$ cat src/rtl/seq_pattern_detector.sv
// Run-time programmable sequence detector: matches up to MAX_STEPS masked samples
// in order, with restart modes, an idle timeout and a saturating match counter.
module seq_pattern_detector #(
  parameter int IN_W      = 2,
  parameter int MAX_STEPS = 16,
  parameter int IDX_W     = 4,
  parameter int TO_W      = 8,
  parameter int CNT_W     = 16
) (
  input  logic             clk,
  input  logic             reset,
  input  logic             en,
  input  logic             in_valid,
  input  logic [IN_W-1:0]  in_data,
  input  logic             cfg_we,
  input  logic [IDX_W-1:0] cfg_addr,
  input  logic [IN_W-1:0]  cfg_pat,
  input  logic [IN_W-1:0]  cfg_mask,
  input  logic [IDX_W:0]   cfg_len,
  input  logic             cfg_restart,
  input  logic [TO_W-1:0]  cfg_timeout,
  output logic             cfg_err,
  output logic             match,
  output logic             timeout,
  output logic [IDX_W-1:0] step,
  output logic [CNT_W-1:0] match_cnt
);

  logic [IN_W-1:0]  pat_mem  [MAX_STEPS];
  logic [IN_W-1:0]  mask_mem [MAX_STEPS];
  logic [TO_W-1:0]  idle_cnt;
  logic [TO_W-1:0]  idle_next;
  logic [IDX_W:0]   last_idx;
  logic             len_ok;
  logic             addr_ok;
  logic             at_last;
  logic             hit_cur;
  logic             hit_first;
  logic             expire;

  assign len_ok    = (cfg_len != '0) && (int'(cfg_len) <= MAX_STEPS);
  assign addr_ok   = int'(cfg_addr) < MAX_STEPS;
  assign last_idx  = cfg_len - 1'b1;
  assign at_last   = ({1'b0, step} == last_idx);
  assign hit_cur   = ((in_data ^ pat_mem[step]) & mask_mem[step]) == '0;
  assign hit_first = ((in_data ^ pat_mem[0]) & mask_mem[0]) == '0;
  assign idle_next = idle_cnt + 1'b1;
  assign expire    = (cfg_timeout != '0) && (idle_next == cfg_timeout);

  // A valid sample always takes priority over an expiring idle counter.
  always_ff @(posedge clk or posedge reset) begin
    if (reset) begin
      step      <= '0;
      idle_cnt  <= '0;
      match     <= 1'b0;
      timeout   <= 1'b0;
      cfg_err   <= 1'b0;
      match_cnt <= '0;
      for (int i = 0; i < MAX_STEPS; i++) begin
        pat_mem[i]  <= '0;
        mask_mem[i] <= '0;
      end
    end else begin
      match   <= 1'b0;
      timeout <= 1'b0;
      cfg_err <= cfg_we & en;

      if (cfg_we && !en && addr_ok) begin
        pat_mem[cfg_addr]  <= cfg_pat;
        mask_mem[cfg_addr] <= cfg_mask;
      end

      if (!en || !len_ok) begin
        step     <= '0;
        idle_cnt <= '0;
      end else if (in_valid) begin
        idle_cnt <= '0;
        if (hit_cur) begin
          if (at_last) begin
            match <= 1'b1;
            step  <= '0;
            if (match_cnt != '1) match_cnt <= match_cnt + 1'b1;
          end else begin
            step <= step + 1'b1;
          end
        end else if (cfg_restart && hit_first) begin
          // Reached only from step!=0, since at step 0 hit_cur == hit_first.
          step <= {{(IDX_W-1){1'b0}}, 1'b1};
        end else begin
          step <= '0;
        end
      end else if (step == '0) begin
        idle_cnt <= '0;
      end else if (expire) begin
        step     <= '0;
        idle_cnt <= '0;
        timeout  <= 1'b1;
      end else begin
        idle_cnt <= idle_next;
      end
    end
  end

endmodule

$ cat config.mk
export PLATFORM = sky130hd
export DESIGN_NAME = seq_pattern_detector
export DESIGN_NICKNAME = d
export VERILOG_FILES = /design/src/rtl/seq_pattern_detector.sv
export SDC_FILE = /design/constraint.sdc
export NUM_CORES = 1
export LEC_CHECK = 0
export BUFFER_PORTS_ARGS = -buffer_cell sky130_fd_sc_hd__buf_2
export CAP_MARGIN = 25
export CORE_MARGIN = 2
export CORE_UTILIZATION = 63
export CTS_BUF_LIST = sky130_fd_sc_hd__clkbuf_16
export CTS_CLUSTER_DIAMETER = 80
export CTS_CLUSTER_SIZE = 12
export DETAILED_ROUTE_END_ITERATION = 6
export PLACE_DENSITY = 0.87
export SKIP_LAST_GASP = 1
export SYNTH_ARGS = -nofsm -noshare
export SYNTH_HDL_FRONTEND = slang
export SYNTH_SLANG_ARGS = --single-unit
$ cat constraint.sdc
create_clock -name clk -period 5.9 [get_ports clk]
set_input_delay 0.59 -clock clk [delete_from_list [all_inputs] [get_ports clk]]
set_output_delay 0.59 -clock clk [all_outputs]
set_load 0.03 [all_outputs]
== Yosys cells after proc, flatten, opt, wreduce, memory -nomap -nowiden ==
Cells that the tools add are included.
W data, S select, Z words.
Operators by class
  add/sub/neg operators: 4
  bitwise operators: 8
  eq/ne operators: 4
  $lt $le $gt $ge: 4
  mux-type cells: 29
  reductions and logical operators: 16
Operators with widths (count)
  $bwmux W32: 2
  $mux W8: 4
  $mux W4: 6
  $add A16 B1 Y16 const B: 1
  $bmux W2 S4: 2
  $ne A16 B16 Y1 const B: 1
  $ge A5 B5 Y1 const B: 2
  $mux W2: 5
  $not A4 Y5: 2
  $mux W1: 9
  $add A8 B1 Y8 const B: 1
  $demux W2 S4: 1
  $eq A8 B8 Y1: 1
  $reduce_bool A8 Y1: 1
  $eq A4 B5 Y1: 1
  $le A5 B5 Y1 const B: 1
  $logic_and A1 B1 Y1: 5
  $lt A5 B1 Y1 const B: 1
  $reduce_and A5 Y1: 1
  $reduce_bool A5 Y1: 1
  $sub A5 B1 Y5 const B: 1
  $add A4 B1 Y4 const B: 1
  $and A2 B2 Y2: 2
  $logic_not A2 Y1: 2
  other kinds (9): 11
Storage, ports and cells
  register bits after elaboration: 95
  output and inout bits: 23

== Logic depth before layout (Yosys ltp) ==
Gate-level depths: netlist of the first run.
  depth in word-level cells: 10
  gate-level depth with buffers: 10
  mapped depth without buffers: 9

== Least setup slack after synthesis of the first run ==
OpenSTA, ideal clock, no wires.
  path kind: register to register
  start: reg step[1]
  end: reg match_cnt[1]
  cell stages (with the launch flop): 10
  buffers on the path: 2
  clock period less this slack: 2.845 ns
  arrival time: 2.720 ns
  slack: 3.055 ns
  cell sequence: dfrtp_1 -> buf_6 -> mux4_2 -> nand2b_1 -> and4_1 -> a221o_1 -> a221oi_2 -> buf_4 -> nand2_2 -> mux2_4
Between the ends
  word-level cells in the longest chain between the ends: 8
  elaborated cells between the ends (all ways): 12
RTL lines
  start: declaration: RTL line 25  | output logic [IDX_W-1:0] step,
  start signal: assignment: RTL line 84  | step <= step + 1'b1;
  start signal: assignment: RTL line 88  | step <= {{(IDX_W-1){1'b0}}, 1'b1};
  $not A4 Y5 (not written as such): RTL line 45  | assign hit_cur = ((in_data ^ pat_mem[step]) & mask_mem[step]) == '0;
  $bmux W2 S4: RTL line 45
  $mux W2 (not written as such) (2 in series): RTL line 45
  $xor A2 B2 Y2: RTL line 45
  $and A2 B2 Y2: RTL line 45
  $logic_not A2 Y1: RTL line 45
  $reduce_and A5 Y1 (no source line) *
  end signal: assignment: RTL line 82  | if (match_cnt != '1) match_cnt <= match_cnt + 1'b1;
  end: declaration: RTL line 26  | output logic [CNT_W-1:0] match_cnt
Mark *: on every way between the ends. The rest lies on a longest branch, timed or not. The select of a mux whose other input is x is not followed.
A chain may end at the register's enable or synchronous reset.

== Worst setup path in the final report of the first run ==
Same ends and word-level chain as after synthesis.

==> PnR_summary.wiki, run 1 <==
{| class="wikitable"
! Metric !! Value
|-
| Count of flip-flops with a built-in enable after synthesis || 0
|-
| Reg-to-reg endpoint || match_cnt[1]$_DFFE_PP0P_
|-
| Die Footprint || 8580 µm²
|-
| CTS tree || built
|-
| FFs w/ async S/R, synth || 100%
|-
| Post-route worst setup slack || 2760 ps
|-
| Per-cell routed wire length || 18.2 µm
|-
| Startpoint types || flop
|-
| Half-perimeter wire length of the detailed placement result || 7060 µm
|-
| Element type at the critical path end || flop
|-
| Fin Setup TNS || 0 ps
|-
| Final-report setup violation count || 0
|-
| Number of pins exceeding their max-slew limit in the final report || 0
|-
| Max Used Layer || met4
|-
| Most frequently used cell type in the post-synthesis netlist || sky130_fd_sc_hd__dfrtp_1
|-
| DR iter-0 viols || 282
|-
| Setup repair after global routing missed its margin || false
|-
| Result of the run || complete, no violations
|-
| Minimum hold slack || ~300 ps
|-
| Total power || about 1.7 mW
|-
| Arr. time, crit path || between 3000 and 4000 ps
|-
| Combined area of the multi-input logic cells || 2440 µm²
|-
| Post-CTS Setup Repair Bufs || 0
|-
| H-tree depth || 3
|-
| Post-Route Utilization || between 70 and 80%
|-
| Number of warnings issued by yosys || 0
|-
| Number of detailed-routing iterations run before antenna repair || 5
|-
| Placed insts || 560
|-
| Final weighted congestion of routability-driven global placement || 0.845
|-
| Clk Tree Root Cell || sky130_fd_sc_hd__clkbuf_16
|-
| Post-synth cell types || 46
|-
| Top area cells in the synthesized netlist || sky130_fd_sc_hd__dfrtp_1, sky130_fd_sc_hd__mux2_2, sky130_fd_sc_hd__mux4_2, sky130_fd_sc_hd__xnor2_1, sky130_fd_sc_hd__nand2_1
|-
| Share of final-layout standard cells stronger than drive strength 1 || 31.8%
|-
| Count of placed standard cells in the final layout, fillers left out || 577
|-
| Input/output buffers || slightly above 50
|-
| Via count of the first global-routing pass || around 3,500
|-
| Worst hold path type || in2async
|-
| Cell type contributing the most total cell area after synthesis || sky130_fd_sc_hd__dfrtp_1
|-
| Deepest clock path buffer count || 2
|-
| Dpl ws || 2450 ps
|-
| Max-Cap Viols || 0
|-
| Minimum clock period || 3140 ps
|-
| Type of the worst setup path || reg2reg
|-
| Post-layout nets || 506
|-
| Reg-to-reg setup timing slack || approximately 2800 ps
|-
| Routed length on met2 || 5190 µm
|-
| Clock Sink Count || 95
|-
| Max stage delay cell, worst path || sky130_fd_sc_hd__dfrtp_1
|-
| Final Hold Fails || 0
|-
| Final standard cell area without fillers || 5630 µm²
|-
| Total of flip-flops plus latches after synthesis || 95
|-
| Max_slew headroom || 49.8%
|-
| Cell area after placement || between 5000 and 6000 µm²
|-
| Global routing usage summed across all routing layers || 26.2%
|-
| Mapped cell area || 4950 µm²
|-
| Via count normalized by instance count || 6.08
|-
| CTS-repair resized insts || 0
|-
| Tcrit/Tclk final || 53.2%
|-
| Vias || 3,510
|-
| Highest attainable clock frequency || 319 MHz
|-
| Wire length of the first global-routing pass || 17,200 µm
|-
| Cell area power density || about 300 nW/µm²
|-
| Met3 wire len || 499 µm
|-
| Total gr overflow || 0
|-
| Ant diodes || 0
|-
| Insertion delay of the later-clocked pin in the worst-skew pair || ~350 ps
|-
| Predominant post-synthesis flop cell || sky130_fd_sc_hd__dfrtp_1
|-
| Largest net degree at the start of global routing || a little over 60
|-
| Area growth, synth to finish || 13.8%
|-
| Antenna violations before repair || 0
|-
| Maximum net fanout on the critical path || 20
|-
| Top-area cell type share of the netlist area || 48.1%
|-
| Count of hold-fix buffers inserted at cts || 0
|-
| Total routed wire length on the met1 layer || 4520 µm
|-
| Total detailed-routing wirelength || approximately 10,000 µm
|-
| Leading post-synthesis cells by instance count || sky130_fd_sc_hd__dfrtp_1, sky130_fd_sc_hd__mux2_2, sky130_fd_sc_hd__nand2_1
|-
| CP required || 6130 ps
|-
| Sequential share of the synthesized area || 48.1%
|-
| Number of primary I/O pins || between 50 and 60
|-
| Clock Skews || 6.90 ps
|-
| Number of core rows || 32
|-
| Launch instance of the worst register-to-register path || step[1]$_DFFE_PP0P_
|-
| Register clock-pin slew on the reported worst setup and hold paths || 70 ps
|-
| Cells along the critical path || buf_16, mux4_2, nand2b_1, and4_1, a221o_1, a221oi_2, buf_4, nand2_2, mux2_4
|-
| Height of the chip || 92.6 µm
|-
| Combined flip-flop and latch cell area || roughly 2400 µm²
|-
| Actual slew at the worst max-slew pin || 746 ps
|-
| Core Region || between 7000 and 8000 µm²
|-
| Synth Area per Inst || 11.7 µm²
|-
| Starting Density || 64.7%
|-
| DRC violations left || 0
|-
| Worst stage delay on the critical path || 650 ps
|-
| Width of the die || 92.6 µm
|-
| Synth Instances || 422
|-
| Number of buffers created by CTS || 9
|-
| Leakage power || 2.64 nW
|-
| # fillers || 498
|-
| Post-route ant nets || 0
|-
| Worst-case reg-to-reg path depth || 9
|-
| Synthesized Nets || 457
|-
| Peak VDD IR || 0.000191 V
|}
[kinds of logic (layout without fill, tap and decap cells)]
| family | Yosys count | after routing | synth area share, % |
|---|---|---|---|
| flip-flops | 95 | 95 | 48.1 |
| buffers and inverters | 29 | 82 | 2.71 |
| AO/OA/AOI/OAI | 29 | 29 | 4.78 |
| AND/OR/NAND/NOR | 146 | 146 | 15.1 |
| adder cells (fa/ha/maj) | 6 | 6 | 1.52 |
| XOR/XNOR | 35 | 35 | 6.47 |
| multiplexers | 82 | 82 | 21.3 |
[state kept, by name, summed over array words and instances (netlist names)]
signal and flops:
cfg_err 1, idle_cnt 8, mask_mem 32, match 1, match_cnt 16, pat_mem 32, step 4, timeout 1
[cell type report]
| type | instances | area share [%] |
|---|---|---|
| Clock buffer | 9 | 4.00 |
| Clock inverter | 6 | 1.96 |
| Inverter | 11 | 0.755 |
| Multi-Input combinational cell | 298 | 43.3 |
| Sequential cell | 95 | 42.2 |
| Tap cell | 102 | 2.27 |
| Timing Repair Buffer | 56 | 5.55 |
[worst max-delay path by stage]
stage	start	end	slack, ps	cells past startpoint
after floorplan	reset	cfg_err$_DFF_PP0_	2830	1
after global placement	step[1]$_DFFE_PP0P_	match_cnt[1]$_DFFE_PP0P_	2510	8
after detailed placement	step[1]$_DFFE_PP0P_	match_cnt[1]$_DFFE_PP0P_	2450	8
after CTS	step[1]$_DFFE_PP0P_	match_cnt[1]$_DFFE_PP0P_	2410	8
after global routing	step[1]$_DFFE_PP0P_	match_cnt[1]$_DFFE_PP0P_	2560	9
final	step[1]$_DFFE_PP0P_	match_cnt[1]$_DFFE_PP0P_	2760	9
[worst max-delay path: cells and delay by family (launching register included)]
kind | cells | cell delay, ps
multiplexers | 2 | 800
flip-flops | 1 | 650
buffers and inverters | 2 | 480
AO/OA/AOI/OAI | 2 | 590
AND/OR/NAND/NOR | 3 | 480
[cells in the final DEF (no fill, tap or decap), types with 9 or more instances in the layout]
cell | Yosys | routed
sky130_fd_sc_hd__mux2_2 | 64 | 64
sky130_fd_sc_hd__inv_1 | 11 | 10
sky130_fd_sc_hd__nand2_1 | 39 | 39
sky130_fd_sc_hd__dfrtp_1 | 95 | 95
sky130_fd_sc_hd__xnor2_1 | 27 | 27
sky130_fd_sc_hd__nor2_1 | 27 | 27
sky130_fd_sc_hd__clkbuf_16 | 0 | 9
sky130_fd_sc_hd__nor2b_1 | 11 | 11
sky130_fd_sc_hd__nand3_1 | 19 | 19
sky130_fd_sc_hd__and3_1 | 13 | 13
sky130_fd_sc_hd__mux4_2 | 12 | 12
sky130_fd_sc_hd__buf_2 | 5 | 51
[power by group]
group	internal [mW]	switching, mW
Combinational	0.123	0.100
Sequential	0.739	0.0515
Clock	0.411	0.244
Total	1.27	0.396
[routing by layer]
| metal | GRT usage [%] | up-vias |
|---|---|---|
| met4 | 11.5 | 0 |
| met2 | 43.6 | 115 |
| met3 | 3.50 | 26 |
| met5 | 0 | - |
| li1 | - | 1616 |
| met1 | 34.7 | 1753 |
No activity file was read; power rests on OpenSTA's default activity.
==> run 2, diff against run 1 <==
- CORE_UTILIZATION: 63 -> 53
- PLACE_DENSITY: 0.87 -> 0.78
- clock period: 5.9 -> 2.65 ns (I/O delays scaled with it)
==> run 2 against run 1 <==
  * The flow now finishes with violations (negative setup slack)
  * Non-clock buffer count up 18
  * Register-to-register slack lost 2800 ps
  * Count of clock-buffer cells in the layout unchanged
  * Setup slack worse by 2800 ps
  * Sequential share of layout area decreased by 1.3 points
  * Via count grew 0.97%
  * Clock power rose by 110%
  * Critical path depth shrank 1
  * Global-route usage fell by 3.3 points
  * Hold slack worse by 120 ps
  * First-iteration DRC count fell by 58%
  * Sequential cell count did not move
==> PnR_summary.wiki, run 2 (synthesis results as in run 1) <==
{| class="wikitable"
! Metric !! Value
|-
| Result of the run || finished, violations left
|-
| Failing checks || negative setup slack
|-
| P_int || 2.76 mW (+120%)
|-
| Count of buffer and inverter cells on the critical path || 1 (-1)
|-
| Switching power summed over all nets || 0.901 mW (+130%)
|-
| CP required || 2880 ps (-3250 ps)
|-
| Leading cell type in the layout, fill and taps excluded || sky130_fd_sc_hd__dfrtp_1
|-
| Ant diodes || 0 (unchanged)
|-
| Final weighted congestion of routability-driven global placement || 0.878 (+4.0%)
|-
| Maximum net fanout on the critical path || 7 (-65%)
|-
| Part of the power in the clock network || 37.4% (-1.9 points)
|-
| Actual slew at the worst max-slew pin || 813 ps (+67.1 ps)
|-
| Arr. time, crit path || 2890 ps (-480 ps)
|-
| Placed insts || 584 (+4.3%)
|-
| Largest delay share family, worst path || multiplexers
|-
| Minimum clock period || 2670 ps (-472 ps)
|-
| Clk Tree Root Cell || sky130_fd_sc_hd__clkbuf_16
|-
| Number of primary I/O pins || 52 (unchanged)
|-
| Fraction of power spent switching nets || 24.6% (+0.85 points)
|-
| Launch instance of the worst register-to-register path || step[1]$_DFFE_PP0P_
|-
| Total detailed-routing wirelength || 10,800 µm (+2.6%)
|-
| Post-route ant nets || 0 (unchanged)
|-
| DR iter-0 viols || 119 (-58%)
|-
| Number of detailed-routing iterations run before antenna repair || 4 (-1)
|-
| Peak VDD IR || 0.000486 V (+150%)
|-
| Final-report setup violation count || 4 (+4)
|-
| Cell area power density || 629 nW/µm² (+110%)
|-
| Endpoint of the most critical setup path || match_cnt[1]$_DFFE_PP0P_
|-
| Total gr overflow || 0 (unchanged)
|-
| Depth of the critical timing path with buffers and inverters included || 8 (-1)
|-
| Width of the die || 101 µm (+8.6%)
|-
| Element type at the critical path end || flop
|-
| Max-Cap Viols || 0 (unchanged)
|-
| Via count of the first global-routing pass || 3,538 (+0.43%)
|-
| Clock Sink Count || 95 (unchanged)
|-
| Cells along the critical path || mux4_2, nand2b_1, and4_1, a221o_1, a221oi_4, buf_6, nand2_2, mux2_4
|-
| Max stage delay cell, worst path || sky130_fd_sc_hd__mux4_2
|-
| Antenna violations before repair || 0 (unchanged)
|-
| Largest registers ranked by flip-flop count || mask_mem: 32 flops, pat_mem: 32 flops, match_cnt: 16 flops
|-
| Largest net degree at the start of global routing || 74 (+21%)
|-
| Deepest clock path buffer count || 2 (unchanged)
|-
| Leakage power || 2.74 nW (+3.6%)
|-
| H-tree depth || 3 (unchanged)
|-
| CTS tree || built
|-
| Combinational Power Share || 14.3% (+0.9 points)
|-
| Portion of total power attributed to sequential cells || 48.3% (+0.9 points)
|-
| Die Footprint || 10,100 µm² (+18%)
|-
| Max_slew headroom || 45.3% (-4.5 points)
|-
| Reg-to-reg endpoint || match_cnt[1]$_DFFE_PP0P_
|-
| Input/output buffers || 51 (unchanged)
|-
| Global routing usage summed across all routing layers || 22.8% (-3.3 points)
|-
| DRC violations left || 0 (unchanged)
|-
| Count of placed standard cells in the final layout, fillers left out || 605 (+4.9%)
|-
| Half-perimeter wire length of the detailed placement result || 7820 µm (+11%)
|-
| Per-cell routed wire length || 17.8 µm (-2.2%)
|-
| Worst hold path type || in2reg
|-
| Reg-to-reg setup timing slack || -20 ps (-2780 ps)
|-
| Setup repair after global routing missed its margin || true
|-
| Insertion delay of the later-clocked pin in the worst-skew pair || 340 ps (about the same)
|-
| Post-layout nets || 524 (+3.6%)
|-
| Tcrit/Tclk final || 101% (+47 points)
|-
| Vias || 3,544 (+0.97%)
|-
| Startpoint types || flop
|-
| Area growth, synth to finish || 17.6%
|-
| Height of the chip || 101 µm (+8.6%)
|-
| Starting Density || 54.1% (-11 points)
|-
| Register clock-pin slew on the reported worst setup and hold paths || 70 ps (about the same)
|-
| Total power || 3.66 mW (+120%)
|-
| Final Hold Fails || 0 (unchanged)
|-
| Highest attainable clock frequency || 375 MHz (+18%)
|-
| Worst-case reg-to-reg path depth || 8 (-1)
|-
| Post-route worst setup slack || -16.3 ps (-2780 ps)
|-
| Worst stage delay on the critical path || 530 ps (-120 ps)
|-
| Clock Skews || 7.02 ps (+0.117 ps)
|-
| Launching instance or port of the critical path || step[1]$_DFFE_PP0P_
|-
| Wire length of the first global-routing pass || 18,000 µm (+4.5%)
|-
| Number of core rows || 35 (+9.4%)
|-
| Core Region || 9150 µm² (+20%)
|-
| Number of buffers created by CTS || 9 (unchanged)
|-
| Number of pins exceeding their max-slew limit in the final report || 0 (unchanged)
|-
| Share of final-layout standard cells stronger than drive strength 1 || 35.6% (+3.8 points)
|-
| Commonest cells after routing, fill and taps aside || sky130_fd_sc_hd__dfrtp_1, sky130_fd_sc_hd__mux2_2, sky130_fd_sc_hd__buf_2, sky130_fd_sc_hd__nand2_1, sky130_fd_sc_hd__xnor2_1
|-
| Via count normalized by instance count || 5.86 (-3.7%)
|-
| Type of the worst setup path || reg2reg
|}
run 2: cell count changes in the layout (fill, tap and decap cells not counted), sizes merged:
cell	before	now
buf	56	73
bufinv	3	2
clkinv	3	4
dlygate4sd3	0	1
inv	10	11
run 2: through the flow:
step           worst slack [ps]  area [µm²]  setup TNS [ps]  hold WS (ps)  util (%)
2_1_floorplan             -86.2        4950           -86.2           394         -
3_3_place_gp              -5.80        5420           -5.80           326      59.2
3_5_place_dp              -38.6        5420            -104           330      59.2
4_1_cts                   -18.9        5760           -27.9           184      63.0
5_1_grt                    -131        5820           -1750           200      63.6
6_report                  -16.3        5820           -24.9           180      63.6
run 2: layout make-up:
class                      instances  area, µm²
fill                             697       3330
multi-input combinational        298       2470
sequential                        95       2380
timing repair buffer              74        467
clock buffer                       9        225
tap                              111        139
clock inverter                     7       95.1
inverter                          11       45.0
run 2: power by group through the flow:
stage	Clock, mW	Sequential [mW]	Combinational, mW
detailed placement	0	1.79	0.502
floorplan	0	1.75	0.374
global route	1.46	1.79	0.577
finish	1.37	1.77	0.523
CTS	1.39	1.77	0.510
global placement	0	1.78	0.477
run 2: how the worst min path moves through the flow:
stage	startpoint	end	slack [ps]	cells past startpoint
after global placement	reset	mask_mem[31]$_DFFE_PP0P_	330	2
final	cfg_we	cfg_err$_DFF_PP0_	180	2
after global routing	cfg_we	cfg_err$_DFF_PP0_	200	2
after detailed placement	reset	mask_mem[31]$_DFFE_PP0P_	330	2
after CTS	cfg_we	cfg_err$_DFF_PP0_	180	2
after floorplan	cfg_we	cfg_err$_DFF_PP0_	390	1
run 2: timing repair:
action | 4_1_cts | 5_1_grt
pin swaps | 0 | 1
hold endpoints to repair | 22 | 0
hold buffers | 1 | 0
gates resized for setup | 1 | 9
setup endpoints to repair | 7 | 16
gates cloned | 0 | 1
buffers inserted | 2 | 1
run 2: metal layers:
layer / GRT usage (%) / part of all wire (%)
met2: 38.5 / 51
met3: 4.09 / 4.2
met1: 30.5 / 44
met5: 0 / 0
met4: 6.32 / 1.4
run 2: worst register-to-register path, cell delays in order (launching register included):
cell and delay (ps):
sky130_fd_sc_hd__dfrtp_2 480, sky130_fd_sc_hd__mux4_2 530, sky130_fd_sc_hd__nand2b_1 170, sky130_fd_sc_hd__and4_1 180, sky130_fd_sc_hd__a221o_1 350, sky130_fd_sc_hd__a221oi_4 320, sky130_fd_sc_hd__buf_6 170, sky130_fd_sc_hd__nand2_2 80
sky130_fd_sc_hd__mux2_4 300
